$ cat config.mk
export PLATFORM = sky130hd
export DESIGN_NAME = apb_uart_fifo
export DESIGN_NICKNAME = d
export VERILOG_FILES = /design/src/rtl/apb_uart_fifo.sv
export SDC_FILE = /design/constraint.sdc
export NUM_CORES = 1
export LEC_CHECK = 0
export ABC_AREA = 1
export CAP_MARGIN = 20
export CORE_UTILIZATION = 56
export DETAILED_ROUTE_END_ITERATION = 16
export PLACE_DENSITY = 0.79
export SLEW_MARGIN = 20
export SYNTH_ARGS = -nofsm -noshare
export SYNTH_HDL_FRONTEND = slang
export SYNTH_SLANG_ARGS = --single-unit
$ cat constraint.sdc
create_clock -name pclk -period 3.8 [get_ports pclk]
set_clock_uncertainty 0.1 [all_clocks]
set_input_delay 1.14 -clock pclk [delete_from_list [all_inputs] [get_ports pclk]]
set_output_delay 1.14 -clock pclk [all_outputs]
set_load 0.1 [all_outputs]
$ cat src/rtl/apb_uart_fifo.sv
// APB-attached UART with TX/RX FIFOs, programmable 16x prescaler, parity,
// 1/2 stop bits and a level interrupt request.
//
// Ports:
//   pclk, preset          - clock and synchronous active-high reset
//   paddr..pwdata         - APB slave request (8-bit address, 8-bit data)
//   pready, prdata,
//   pslverr               - APB slave response (zero wait states)
//   irqreq                - registered interrupt request
//   rxd                   - serial input, asynchronous to pclk
//   txd                   - serial output, idles high
module apb_uart_fifo #(
  parameter int unsigned FIFO_DEPTH = 16,
  parameter logic [15:0] DIV_RESET  = 16'd26
) (
  input  logic       pclk,
  input  logic       preset,
  input  logic [7:0] paddr,
  input  logic       psel,
  input  logic       penable,
  input  logic       pwrite,
  input  logic [7:0] pwdata,
  output logic       pready,
  output logic [7:0] prdata,
  output logic       pslverr,
  output logic       irqreq,
  input  logic       rxd,
  output logic       txd
);

  localparam int unsigned AW = $clog2(FIFO_DEPTH);
  localparam int unsigned CW = AW + 1;
  localparam logic [CW-1:0] FullCnt = CW'(FIFO_DEPTH);

  localparam logic [7:0] AddrData    = 8'h00;
  localparam logic [7:0] AddrStatus  = 8'h04;
  localparam logic [7:0] AddrCtrl    = 8'h08;
  localparam logic [7:0] AddrDivl    = 8'h0C;
  localparam logic [7:0] AddrDivh    = 8'h10;
  localparam logic [7:0] AddrIrqEn   = 8'h14;
  localparam logic [7:0] AddrIrqStat = 8'h18;

  typedef enum logic [2:0] {StIdle, StStart, StData, StParity, StStop} uart_state_e;

  // Configuration and status registers
  logic [4:0]  ctrl_q;
  logic [15:0] div_q, div_act_q, pre_cnt_q;
  logic [4:0]  irq_en_q;
  logic        perr_q, ferr_q, ovr_q, irqreq_q;
  logic        tick16;

  // FIFOs
  logic [7:0]    tx_mem_q [FIFO_DEPTH];
  logic [7:0]    rx_mem_q [FIFO_DEPTH];
  logic [AW-1:0] tx_wp_q, tx_rp_q, rx_wp_q, rx_rp_q;
  logic [CW-1:0] tx_cnt_q, rx_cnt_q;
  logic          tx_full, tx_empty, rx_full, rx_empty;
  logic          tx_push, tx_pop, tx_flush, rx_push, rx_pop, rx_flush;
  logic [7:0]    tx_head, rx_head;

  // TX engine
  uart_state_e tx_state_q;
  logic [3:0]  tx_tcnt_q;
  logic [2:0]  tx_bcnt_q;
  logic [7:0]  tx_shift_q;
  logic        tx_par_en_q, tx_par_bit_q, tx_two_q, txd_q;
  logic        tx_stop_done;

  // RX engine
  uart_state_e rx_state_q;
  logic        rx_s1_q, rx_s2_q, rx_prev_q;
  logic [3:0]  rx_tcnt_q;
  logic [2:0]  rx_bcnt_q;
  logic [7:0]  rx_shift_q, rx_data_q;
  logic        rx_perr_q, rx_push_q, rx_perr_ev_q, rx_ferr_ev_q;

  // APB decode
  logic access, addr_hit, apb_err, wr_en, rd_en;
  logic sel_data, sel_status, sel_ctrl, sel_divl, sel_divh, sel_irq_en, sel_irq_stat;
  logic par_en, par_odd;
  logic [4:0] irq_stat;
  logic [7:0] status;

  always_comb begin
    sel_data     = 1'b0;
    sel_status   = 1'b0;
    sel_ctrl     = 1'b0;
    sel_divl     = 1'b0;
    sel_divh     = 1'b0;
    sel_irq_en   = 1'b0;
    sel_irq_stat = 1'b0;
    addr_hit     = 1'b1;
    case (paddr)
      AddrData:    sel_data     = 1'b1;
      AddrStatus:  sel_status   = 1'b1;
      AddrCtrl:    sel_ctrl     = 1'b1;
      AddrDivl:    sel_divl     = 1'b1;
      AddrDivh:    sel_divh     = 1'b1;
      AddrIrqEn:   sel_irq_en   = 1'b1;
      AddrIrqStat: sel_irq_stat = 1'b1;
      default:     addr_hit     = 1'b0;
    endcase
  end

  assign access  = psel & penable;
  assign apb_err = access & (~addr_hit | (pwrite & sel_status) | (pwrite & sel_data & tx_full)
                             | (~pwrite & sel_data & rx_empty));
  assign wr_en   = access & pwrite & ~apb_err;
  assign rd_en   = access & ~pwrite & ~apb_err;
  assign pready  = 1'b1;
  assign pslverr = apb_err;

  // Parity mode 11 behaves as "none"
  assign par_en  = ctrl_q[2] ^ ctrl_q[3];
  assign par_odd = ctrl_q[3] & ~ctrl_q[2];

  assign tx_full  = (tx_cnt_q == FullCnt);
  assign tx_empty = (tx_cnt_q == '0);
  assign rx_full  = (rx_cnt_q == FullCnt);
  assign rx_empty = (rx_cnt_q == '0);
  assign tx_head  = tx_mem_q[tx_rp_q];
  assign rx_head  = rx_mem_q[rx_rp_q];

  assign status   = {3'b000, (tx_state_q != StIdle), rx_full, rx_empty, tx_full, tx_empty};
  assign irq_stat = {ovr_q, ferr_q, perr_q, tx_empty, ~rx_empty};

  always_comb begin
    prdata = '0;
    if (rd_en) begin
      case (paddr)
        AddrData:    prdata = rx_head;
        AddrStatus:  prdata = status;
        AddrCtrl:    prdata = {3'b000, ctrl_q};
        AddrDivl:    prdata = div_q[7:0];
        AddrDivh:    prdata = div_q[15:8];
        AddrIrqEn:   prdata = {3'b000, irq_en_q};
        AddrIrqStat: prdata = {3'b000, irq_stat};
        default:     prdata = '0;
      endcase
    end
  end

  assign tx_push  = wr_en & sel_data;
  assign tx_flush = wr_en & sel_ctrl & pwdata[5];
  assign rx_pop   = rd_en & sel_data;
  assign rx_flush = wr_en & sel_ctrl & pwdata[6];
  // A pop in the same cycle frees the slot for the incoming byte
  assign rx_push  = rx_push_q & (~rx_full | rx_pop) & ~rx_flush;

  // Registers, sticky flags, interrupt and prescaler
  assign tick16 = (pre_cnt_q == div_act_q);

  always_ff @(posedge pclk) begin
    if (preset) begin
      ctrl_q    <= 5'b00011;
      div_q     <= DIV_RESET;
      div_act_q <= DIV_RESET;
      pre_cnt_q <= '0;
      irq_en_q  <= '0;
      perr_q    <= 1'b0;
      ferr_q    <= 1'b0;
      ovr_q     <= 1'b0;
      irqreq_q  <= 1'b0;
    end else begin
      if (wr_en && sel_ctrl)   ctrl_q       <= pwdata[4:0];
      if (wr_en && sel_divl)   div_q[7:0]   <= pwdata;
      if (wr_en && sel_divh)   div_q[15:8]  <= pwdata;
      if (wr_en && sel_irq_en) irq_en_q     <= pwdata[4:0];
      // Divisor changes only take effect at a reload so the current tick period stays clean
      if (tick16) begin
        pre_cnt_q <= '0;
        div_act_q <= div_q;
      end else begin
        pre_cnt_q <= pre_cnt_q + 16'd1;
      end
      // Set wins over write-1-to-clear
      perr_q   <= (perr_q & ~(wr_en & sel_irq_stat & pwdata[2])) | (rx_push_q & rx_perr_ev_q);
      ferr_q   <= (ferr_q & ~(wr_en & sel_irq_stat & pwdata[3])) | (rx_push_q & rx_ferr_ev_q);
      ovr_q    <= (ovr_q & ~(wr_en & sel_irq_stat & pwdata[4]))
                  | (rx_push_q & rx_full & ~rx_pop & ~rx_flush);
      irqreq_q <= |(irq_stat & irq_en_q);
    end
  end

  assign irqreq = irqreq_q;

  // FIFO storage (no reset needed; occupancy is tracked by the counters)
  always_ff @(posedge pclk) begin
    if (tx_push) tx_mem_q[tx_wp_q] <= pwdata;
    if (rx_push) rx_mem_q[rx_wp_q] <= rx_data_q;
  end

  always_ff @(posedge pclk) begin
    if (preset || tx_flush) begin
      tx_wp_q  <= '0;
      tx_rp_q  <= '0;
      tx_cnt_q <= '0;
    end else begin
      if (tx_push) tx_wp_q <= tx_wp_q + AW'(1);
      if (tx_pop)  tx_rp_q <= tx_rp_q + AW'(1);
      tx_cnt_q <= tx_cnt_q + CW'(tx_push) - CW'(tx_pop);
    end
  end

  always_ff @(posedge pclk) begin
    if (preset || rx_flush) begin
      rx_wp_q  <= '0;
      rx_rp_q  <= '0;
      rx_cnt_q <= '0;
    end else begin
      if (rx_push) rx_wp_q <= rx_wp_q + AW'(1);
      if (rx_pop)  rx_rp_q <= rx_rp_q + AW'(1);
      rx_cnt_q <= rx_cnt_q + CW'(rx_push) - CW'(rx_pop);
    end
  end

  // TX: pop either from idle or straight out of the last stop bit (no idle gap)
  assign tx_stop_done = (tx_state_q == StStop) & tick16 & (tx_tcnt_q == 4'd15)
                        & (tx_bcnt_q[0] == tx_two_q);
  assign tx_pop = ctrl_q[0] & ~tx_empty & ((tx_state_q == StIdle & tick16) | tx_stop_done);

  always_ff @(posedge pclk) begin
    if (preset) begin
      tx_state_q   <= StIdle;
      tx_tcnt_q    <= '0;
      tx_bcnt_q    <= '0;
      tx_shift_q   <= '0;
      tx_par_en_q  <= 1'b0;
      tx_par_bit_q <= 1'b0;
      tx_two_q     <= 1'b0;
      txd_q        <= 1'b1;
    end else if (tx_pop) begin
      tx_state_q   <= StStart;
      tx_tcnt_q    <= '0;
      tx_shift_q   <= tx_head;
      tx_par_en_q  <= par_en;
      tx_par_bit_q <= (^tx_head) ^ par_odd;
      tx_two_q     <= ctrl_q[4];
      txd_q        <= 1'b0;
    end else if (tick16) begin
      tx_tcnt_q <= tx_tcnt_q + 4'd1;
      if (tx_tcnt_q == 4'd15) begin
        case (tx_state_q)
          StStart: begin
            tx_state_q <= StData;
            tx_bcnt_q  <= '0;
            txd_q      <= tx_shift_q[0];
          end
          StData: begin
            if (tx_bcnt_q == 3'd7) begin
              tx_bcnt_q <= '0;
              if (tx_par_en_q) begin
                tx_state_q <= StParity;
                txd_q      <= tx_par_bit_q;
              end else begin
                tx_state_q <= StStop;
                txd_q      <= 1'b1;
              end
            end else begin
              tx_bcnt_q  <= tx_bcnt_q + 3'd1;
              tx_shift_q <= {1'b0, tx_shift_q[7:1]};
              txd_q      <= tx_shift_q[1];
            end
          end
          StParity: begin
            tx_state_q <= StStop;
            tx_bcnt_q  <= '0;
            txd_q      <= 1'b1;
          end
          StStop: begin
            // bcnt counts stop bits already sent
            if (tx_bcnt_q[0] == tx_two_q) tx_state_q <= StIdle;
            else                          tx_bcnt_q  <= tx_bcnt_q + 3'd1;
            txd_q <= 1'b1;
          end
          default: ;
        endcase
      end
    end
  end

  assign txd = txd_q;

  // RX: start is validated at the 8th tick, then every bit is sampled 16 ticks later
  always_ff @(posedge pclk) begin
    if (preset) begin
      rx_s1_q      <= 1'b1;
      rx_s2_q      <= 1'b1;
      rx_prev_q    <= 1'b1;
      rx_state_q   <= StIdle;
      rx_tcnt_q    <= '0;
      rx_bcnt_q    <= '0;
      rx_shift_q   <= '0;
      rx_perr_q    <= 1'b0;
      rx_push_q    <= 1'b0;
      rx_data_q    <= '0;
      rx_perr_ev_q <= 1'b0;
      rx_ferr_ev_q <= 1'b0;
    end else begin
      rx_s1_q   <= rxd;
      rx_s2_q   <= rx_s1_q;
      rx_prev_q <= rx_s2_q;
      rx_push_q <= 1'b0;
      if (!ctrl_q[1]) begin
        rx_state_q <= StIdle;
      end else begin
        if (rx_state_q != StIdle && tick16) rx_tcnt_q <= rx_tcnt_q + 4'd1;
        case (rx_state_q)
          StIdle: begin
            if (rx_prev_q && !rx_s2_q) begin
              rx_state_q <= StStart;
              rx_tcnt_q  <= '0;
            end
          end
          StStart: begin
            if (tick16 && rx_tcnt_q == 4'd7) begin
              if (rx_s2_q) begin
                rx_state_q <= StIdle;
              end else begin
                rx_state_q <= StData;
                rx_tcnt_q  <= '0;
                rx_bcnt_q  <= '0;
                rx_perr_q  <= 1'b0;
              end
            end
          end
          StData: begin
            if (tick16 && rx_tcnt_q == 4'd15) begin
              rx_shift_q <= {rx_s2_q, rx_shift_q[7:1]};
              rx_bcnt_q  <= rx_bcnt_q + 3'd1;
              if (rx_bcnt_q == 3'd7) rx_state_q <= par_en ? StParity : StStop;
            end
          end
          StParity: begin
            if (tick16 && rx_tcnt_q == 4'd15) begin
              rx_perr_q  <= rx_s2_q != ((^rx_shift_q) ^ par_odd);
              rx_state_q <= StStop;
            end
          end
          StStop: begin
            if (tick16 && rx_tcnt_q == 4'd15) begin
              rx_push_q    <= 1'b1;
              rx_data_q    <= rx_shift_q;
              rx_perr_ev_q <= rx_perr_q;
              rx_ferr_ev_q <= ~rx_s2_q;
              rx_state_q   <= StIdle;
            end
          end
          default: rx_state_q <= StIdle;
        endcase
      end
    end
  end

endmodule

==> Yosys cells after proc, flatten, opt, wreduce, memory -nomap -nowiden <==
Memories as Yosys holds them, arrays and structs flattened. A register that Yosys moved wholly into a read port is not among the register bits.
Index checks and enable logic that the tools add are counted.
{ "word_totals": {"ff_bits": 143, "latch_bits": 0, "ramBits": 256, "mem_bits_ro": 0, "word_cells": 263, "mem_count": 2} }
{ "mem_list": {"columns": ["memory", "words", "word_bits", "read_ports", "rd_ports_with_merged_regs", "write_ports", "line_no", "rtl"], "rows": [
  ["rx_mem_q", 16, 8, 1, 1, 1, "54", "logic [7:0] rx_mem_q [FIFO_DEPTH];"],
  ["tx_mem_q", 16, 8, 1, 1, 1, "53", "logic [7:0] tx_mem_q [FIFO_DEPTH];"]
]} }
{ "classes": {"addsub": 13, "multipliers": 0, "div": 0, "magnitude_cmp": 0, "eq_ne": 37, "n_shift": 0, "muxes": 62, "n_bitwise": 65, "reduce_logical": 47} }
{ "ops": {"columns": ["cell", "n"], "rows": [
  ["case mux 8 bit (7 select lines)", 1],
  ["2-to-1 mux 8 bit", 6],
  ["2-to-1 mux 3 bit", 15],
  ["bitwise AND 1 bit", 37],
  ["2-to-1 mux 4 bit", 8],
  ["AND reduction 5 bit", 5],
  ["adder 4 x 1 -> 4 bit, second input constant", 6],
  ["== test 8 x 5 -> 1 bit, second input constant", 3],
  ["2-to-1 mux 1 bit", 24],
  ["inequality test 2 bit, second input constant", 10],
  ["adder 16 x 1 -> 16 bit, second input constant", 1],
  ["== test 16 bit", 1],
  ["== test 8 x 4 -> 1 bit, second input constant", 2],
  ["NOT 1 bit", 16],
  ["parity 8 bit", 2],
  ["case mux 3 bit (5 select lines)", 1],
  ["== test 3 x 2 -> 1 bit, second input constant", 4],
  ["== test 3 bit, second input constant", 4],
  ["case mux 3 bit (4 select lines)", 1],
  ["adder 5 x 1 -> 5 bit", 2],
  ["== test 5 bit, second input constant", 2],
  ["zero test 5 bit", 2],
  ["nonzero test 2 bit", 5],
  ["OR reduction 2 bit", 5],
  ["other kinds (34)", 61]
]} }

==> Longest topological paths before layout <==
{ "logic_depth": {"depth_word": 16, "depth_mapped": 20, "mapped_depth_nobuf": 19} }

==> Worst setup path after synthesis <==
No wires, ideal clock.
{ "synth_timing": {"kind": "in2out", "startpoint": "in paddr[1]", "endpoint": "out prdata[0]", "arrival_time_ns": 4.478, "required_ns": 2.560, "setup_slack_ns": -1.918, "cell_stages": 7, "path_cell_list": "nor2_4 -> inv_2 -> a311oi_2 -> a31oi_1 -> nor2_2 -> inv_1 -> a41oi_1"} }
{ "synth_via": {"elab_chain_len": 11} }
{ "synth_rtl": {"columns": ["item", "line_no", "rtl"], "rows": [
  ["start, declared", "18", "input logic [7:0] paddr,"],
  ["== test 8 x 5 -> 1 bit, or another cell as far along", "93", "case (paddr)"],
  ["OR reduction 7 bit (no source line)", null, null],
  ["2-to-1 mux 1 bit", "93", null],
  ["NOT 1 bit", "106", "assign apb_err = access & (~addr_hit | (pwrite & sel_status) | (pwrite & sel_data & tx_full)"],
  ["bitwise OR 1 bit (2 in a row)", "106", null],
  ["bitwise OR 1 bit *", "107", "| (~pwrite & sel_data & rx_empty));"],
  ["bitwise AND 1 bit *", "106", null],
  ["net pslverr", "25", "output logic pslverr,"],
  ["NOT 1 bit *", "109", "assign rd_en = access & ~pwrite & ~apb_err;"],
  ["bitwise AND 1 bit *", "109", null],
  ["2-to-1 mux 8 bit *", "129", "if (rd_en) begin"],
  ["end, declared", "24", "output logic [7:0] prdata,"]
]} }
Mark *: on every way through the listed nets, which the timed path passes. The rest lies on a longest branch.

==> Worst setup path after layout <==
{ "layout_timing": {"startpoint": "in paddr[7]", "endpoint": "out prdata[2]"} }
{ "layout_via": {"elab_chain_len": 11} }
{ "layout_rtl": {"columns": ["item", "line_no"], "rows": [
  ["== test 8 x 5 -> 1 bit, or another cell as far along", "93, 130"],
  ["OR reduction 7 bit (no source line)", null],
  ["2-to-1 mux 1 bit", "93"],
  ["NOT 1 bit", "106"],
  ["bitwise OR 1 bit (2 in a row)", "106"],
  ["bitwise OR 1 bit", "107"],
  ["bitwise AND 1 bit", "106"],
  ["NOT 1 bit", "109"],
  ["bitwise AND 1 bit", "109"],
  ["2-to-1 mux 8 bit *", "129"]
]} }
Every way passes the cells marked *; elsewhere a longest branch is shown, timed or not.

==> impl_metrics.json <==
{
  "status": "finished, violations left",
  "violations": "negative setup slack",
  "vias_per_cell": 5.53,
  "ff2ff_setup_slack_ns": 0.41,
  "tightest_slew_ns": 1.08,
  "design_area_mm2": 0.0212,
  "ys_warn_count": 0,
  "drt_pre_antenna_iters": 5,
  "holdWs_ns": 0.312,
  "nets": 2079,
  "vias": 13600,
  "r2r-end": "rx_cnt_q[4]",
  "grt_busiest_layer": "met2",
  "yosys_most_used_dff": "edfxtp_1",
  "worstSetupStartpointType": "primary input",
  "n_fill_cell": 2382,
  "ys_types": 54,
  "synthArstFlopShare_pct": 0,
  "drtAntennaViolNets": 0,
  "synth.top_cell.area_share_pct": 42.4,
  "critPathSlowestCell": "a311oi_4",
  "cts_num_sinks": 407,
  "period_needed_ns": 4.12,
  "area_delta_synth_final_pct": 17.0,
  "cp.arrival_ns": 2.88,
  "hold_class": "reg -> reg",
  "setup_viol": 8,
  "endpoint_kind": "primary output",
  "core_region_area_mm2": 0.0317,
  "tns_ns": -2.28,
  "fin_util_pct": 66.9,
  "grt_max_degree": 70,
  "worstReg2RegStart": "tx_cnt_q[3]",
  "wl_per_cell_um": 17.6,
  "synth_top_area_cell": "edfxtp_1",
  "grt_pass1_wl_um": 69000,
  "routed_wl_um": 43200,
  "use_met3_pct": 3.41,
  "ys_ff_latch": 407,
  "cpPeakStageDelay_ns": 0.28,
  "synth_nets": 1971,
  "ys_top_cells_by_count": "375 x nand2_1, 258 x inv_1, 256 x edfxtp_1",
  "drt-initial-drc-count": 1175,
  "ys_top_cells_by_area": "edfxtp_1 42%, dfxtp_1 17%, nand2_1 7.8%, inv_1 5.3%, o21ai_0 3.9%",
  "crit_type": "in -> out",
  "power_density_mw_per_mm2": 437,
  "netlist_area_mm2": 0.0181,
  "crit_required_ns": 2.56,
  "clk_pin_slew_ns": 0.06,
  "rr_worst_depth": 20,
  "pin_count": 34,
  "gp_congestion": 0.924,
  "n_antenna_cell": 0,
  "finalWorstSetupSlack_ns": -0.321,
  "met1_usage_pct": 34.0,
  "rsz0062_at_grt": "yes",
  "dp_hpwl_um": 29200,
  "io_buffers": 32,
  "fmax_mhz": 243,
  "layout-drive-gt1-share_pct": 13.0,
  "ir_drop_mv": 0.372,
  "antenna_found_initial": 0,
  "slew_headroom_pct": 27.5,
  "worstPathMaxFanout": 4,
  "grtUsageMet2_pct": 46.1,
  "min_period_over_period_pct": 108,
  "grtUsageTotal_pct": 26.6,
  "rows": 65,
  "synth_most_common_cell": "nand2_1",
  "syn_inst": 1917,
  "hold_viol_final": 0,
  "crit_path_cell_trace": "buf_6 -> buf_6 -> nor2_4 -> nand2_2 -> a311oi_4 -> a31oi_4 -> nor2_4 -> clkinvlp_4 -> buf_12 -> a21oi_4 -> buf_12",
  "synth-seq-area-share_pct": 59.1,
  "drv_cap": 0,
  "cp-startpoint": "paddr[7]",
  "tritoncts": "built",
  "grt_pass1_vias": 13400,
  "h-tree-depth": 2,
  "worstSkewPairLatency_ns": 0.55,
  "total_power_mw": 9.28,
  "dpl-instance-area_mm2": 0.0196,
  "p_leak_nw": 8.30,
  "fp.dieH_um": 182,
  "start_util_pct": 57.2,
  "drc": 0,
  "grt_remaining_overflow": 0,
  "clockBufferDepth": 3,
  "cts_made_buffers": 42,
  "drv_slew": 0,
  "clock-root-buffer": "clkbuf_16",
  "synth-edff-count": 256,
  "die_area_mm2": 0.0331,
  "syn_area_per_cell_um2": 9.46,
  "die_w_um": 182,
  "endpoint": "prdata[2]"
}
## sequential cells by signal (all words and copies together) (netlist names), 4 cells and up, named ones only
signal and cells:
rx_mem_q 128, tx_mem_q 128, div_act_q 16, div_q 16
pre_cnt_q 16, rx_data_q 8, rx_shift_q 8, tx_shift_q 8
ctrl_q 5, irq_en_q 5, rx_cnt_q 5, tx_cnt_q 5
rx_rp_q 4, rx_tcnt_q 4, rx_wp_q 4, tx_rp_q 4
tx_tcnt_q 4, tx_wp_q 4
## power by group
group | leakage [nW] | internal [mW] | switching, mW
logic | 3.78 | 0.127 | 0.230
registers | 3.82 | 4.70 | 0.0269
clock network | 0.699 | 2.53 | 1.67
total | 8.30 | 7.35 | 1.92
## cells by family (layout without fill, tap and decap cells)
group / after synthesis / in the layout / synth area share [%]
DFF: 407 / 407 / 59.1
AOI/OAI and AO/OA: 344 / 344 / 10.6
adders and majority gates: 32 / 32 / 2.29
muxes: 31 / 31 / 1.71
xor gates and xnor gates: 36 / 36 / 1.74
buffers and inverters: 342 / 484 / 7.46
other: 1 / 1 / 0.0207
and+or+nand+nor: 724 / 724 / 17.1
## area by class of cell
class | count | area, um2 | share of cell area [%]
Multi-Input combinational cell | 1168 | 6300 | 29.7
Timing Repair Buffer | 139 | 1230 | 5.80
Tap cell | 402 | 503 | 2.37
Clock inverter | 22 | 259 | 1.22
Sequential cell | 407 | 10700 | 50.5
Inverter | 267 | 1020 | 4.82
Clock buffer | 56 | 1180 | 5.56
## cell usage in the layout (no fill, tap or decap), drive strengths merged, types with 13 or more instances in the layout
master  synthesis  final
xnor2          23     23
clkbuf         37     60
ha             30     30
inv           265    263
mux2i          31     31
nor2          144    144
xor2           13     13
clkinv          2     16
a21oi         132    132
o211ai         37     37
nand2         385    385
dfxtp         151    151
nand3         131    131
edfxtp        256    256
nor3           32     32
buf            38    122
o21ai         144    144
## what timing repair did
action                                  in CTS  in global routing
gates resized for setup                     48                 18
pin swaps                                   11                 10
buffers inserted                             9                  1
hold buffers                                 0                  0
endpoints found under the setup margin      19                 11
## critical path, delay by kind of cell
kind,cells,cell delay (ns)
buffers and inverters,5,0.84
AO/OA/AOI/OAI,3,0.58
AND/OR/NAND/NOR,3,0.32
## per-stage QoR
stage               std cells  worst slack, ns
floorplan                1917           -0.656
global placement         2372           -0.645
detailed placement       2372           -0.688
CTS                      2459           -0.390
global route             2461           -0.356
finish                   2461           -0.321
## worst min-delay path by stage
stage                 start  endpoint  slack [ns]  cells after the start
floorplan           rx_s1_q   rx_s2_q        0.29                      1
global placement    rx_s1_q   rx_s2_q        0.29                      1
detailed placement  rx_s1_q   rx_s2_q        0.30                      1
CTS                 rx_s1_q   rx_s2_q        0.31                      1
global route        rx_s1_q   rx_s2_q        0.35                      1
finish              rx_s1_q   rx_s2_q        0.31                      1
## routing by layer
metal | part of all wire, % | up-vias | routed length, um
li1 | - | 6622 | -
met1 | 42 | 6436 | 18300
met2 | 49 | 465 | 21200
met3 | 5.4 | 89 | 2330
met4 | 3.2 | 0 | 1360
met5 | 0 | - | 0
(Power assumes the default switching activity.)
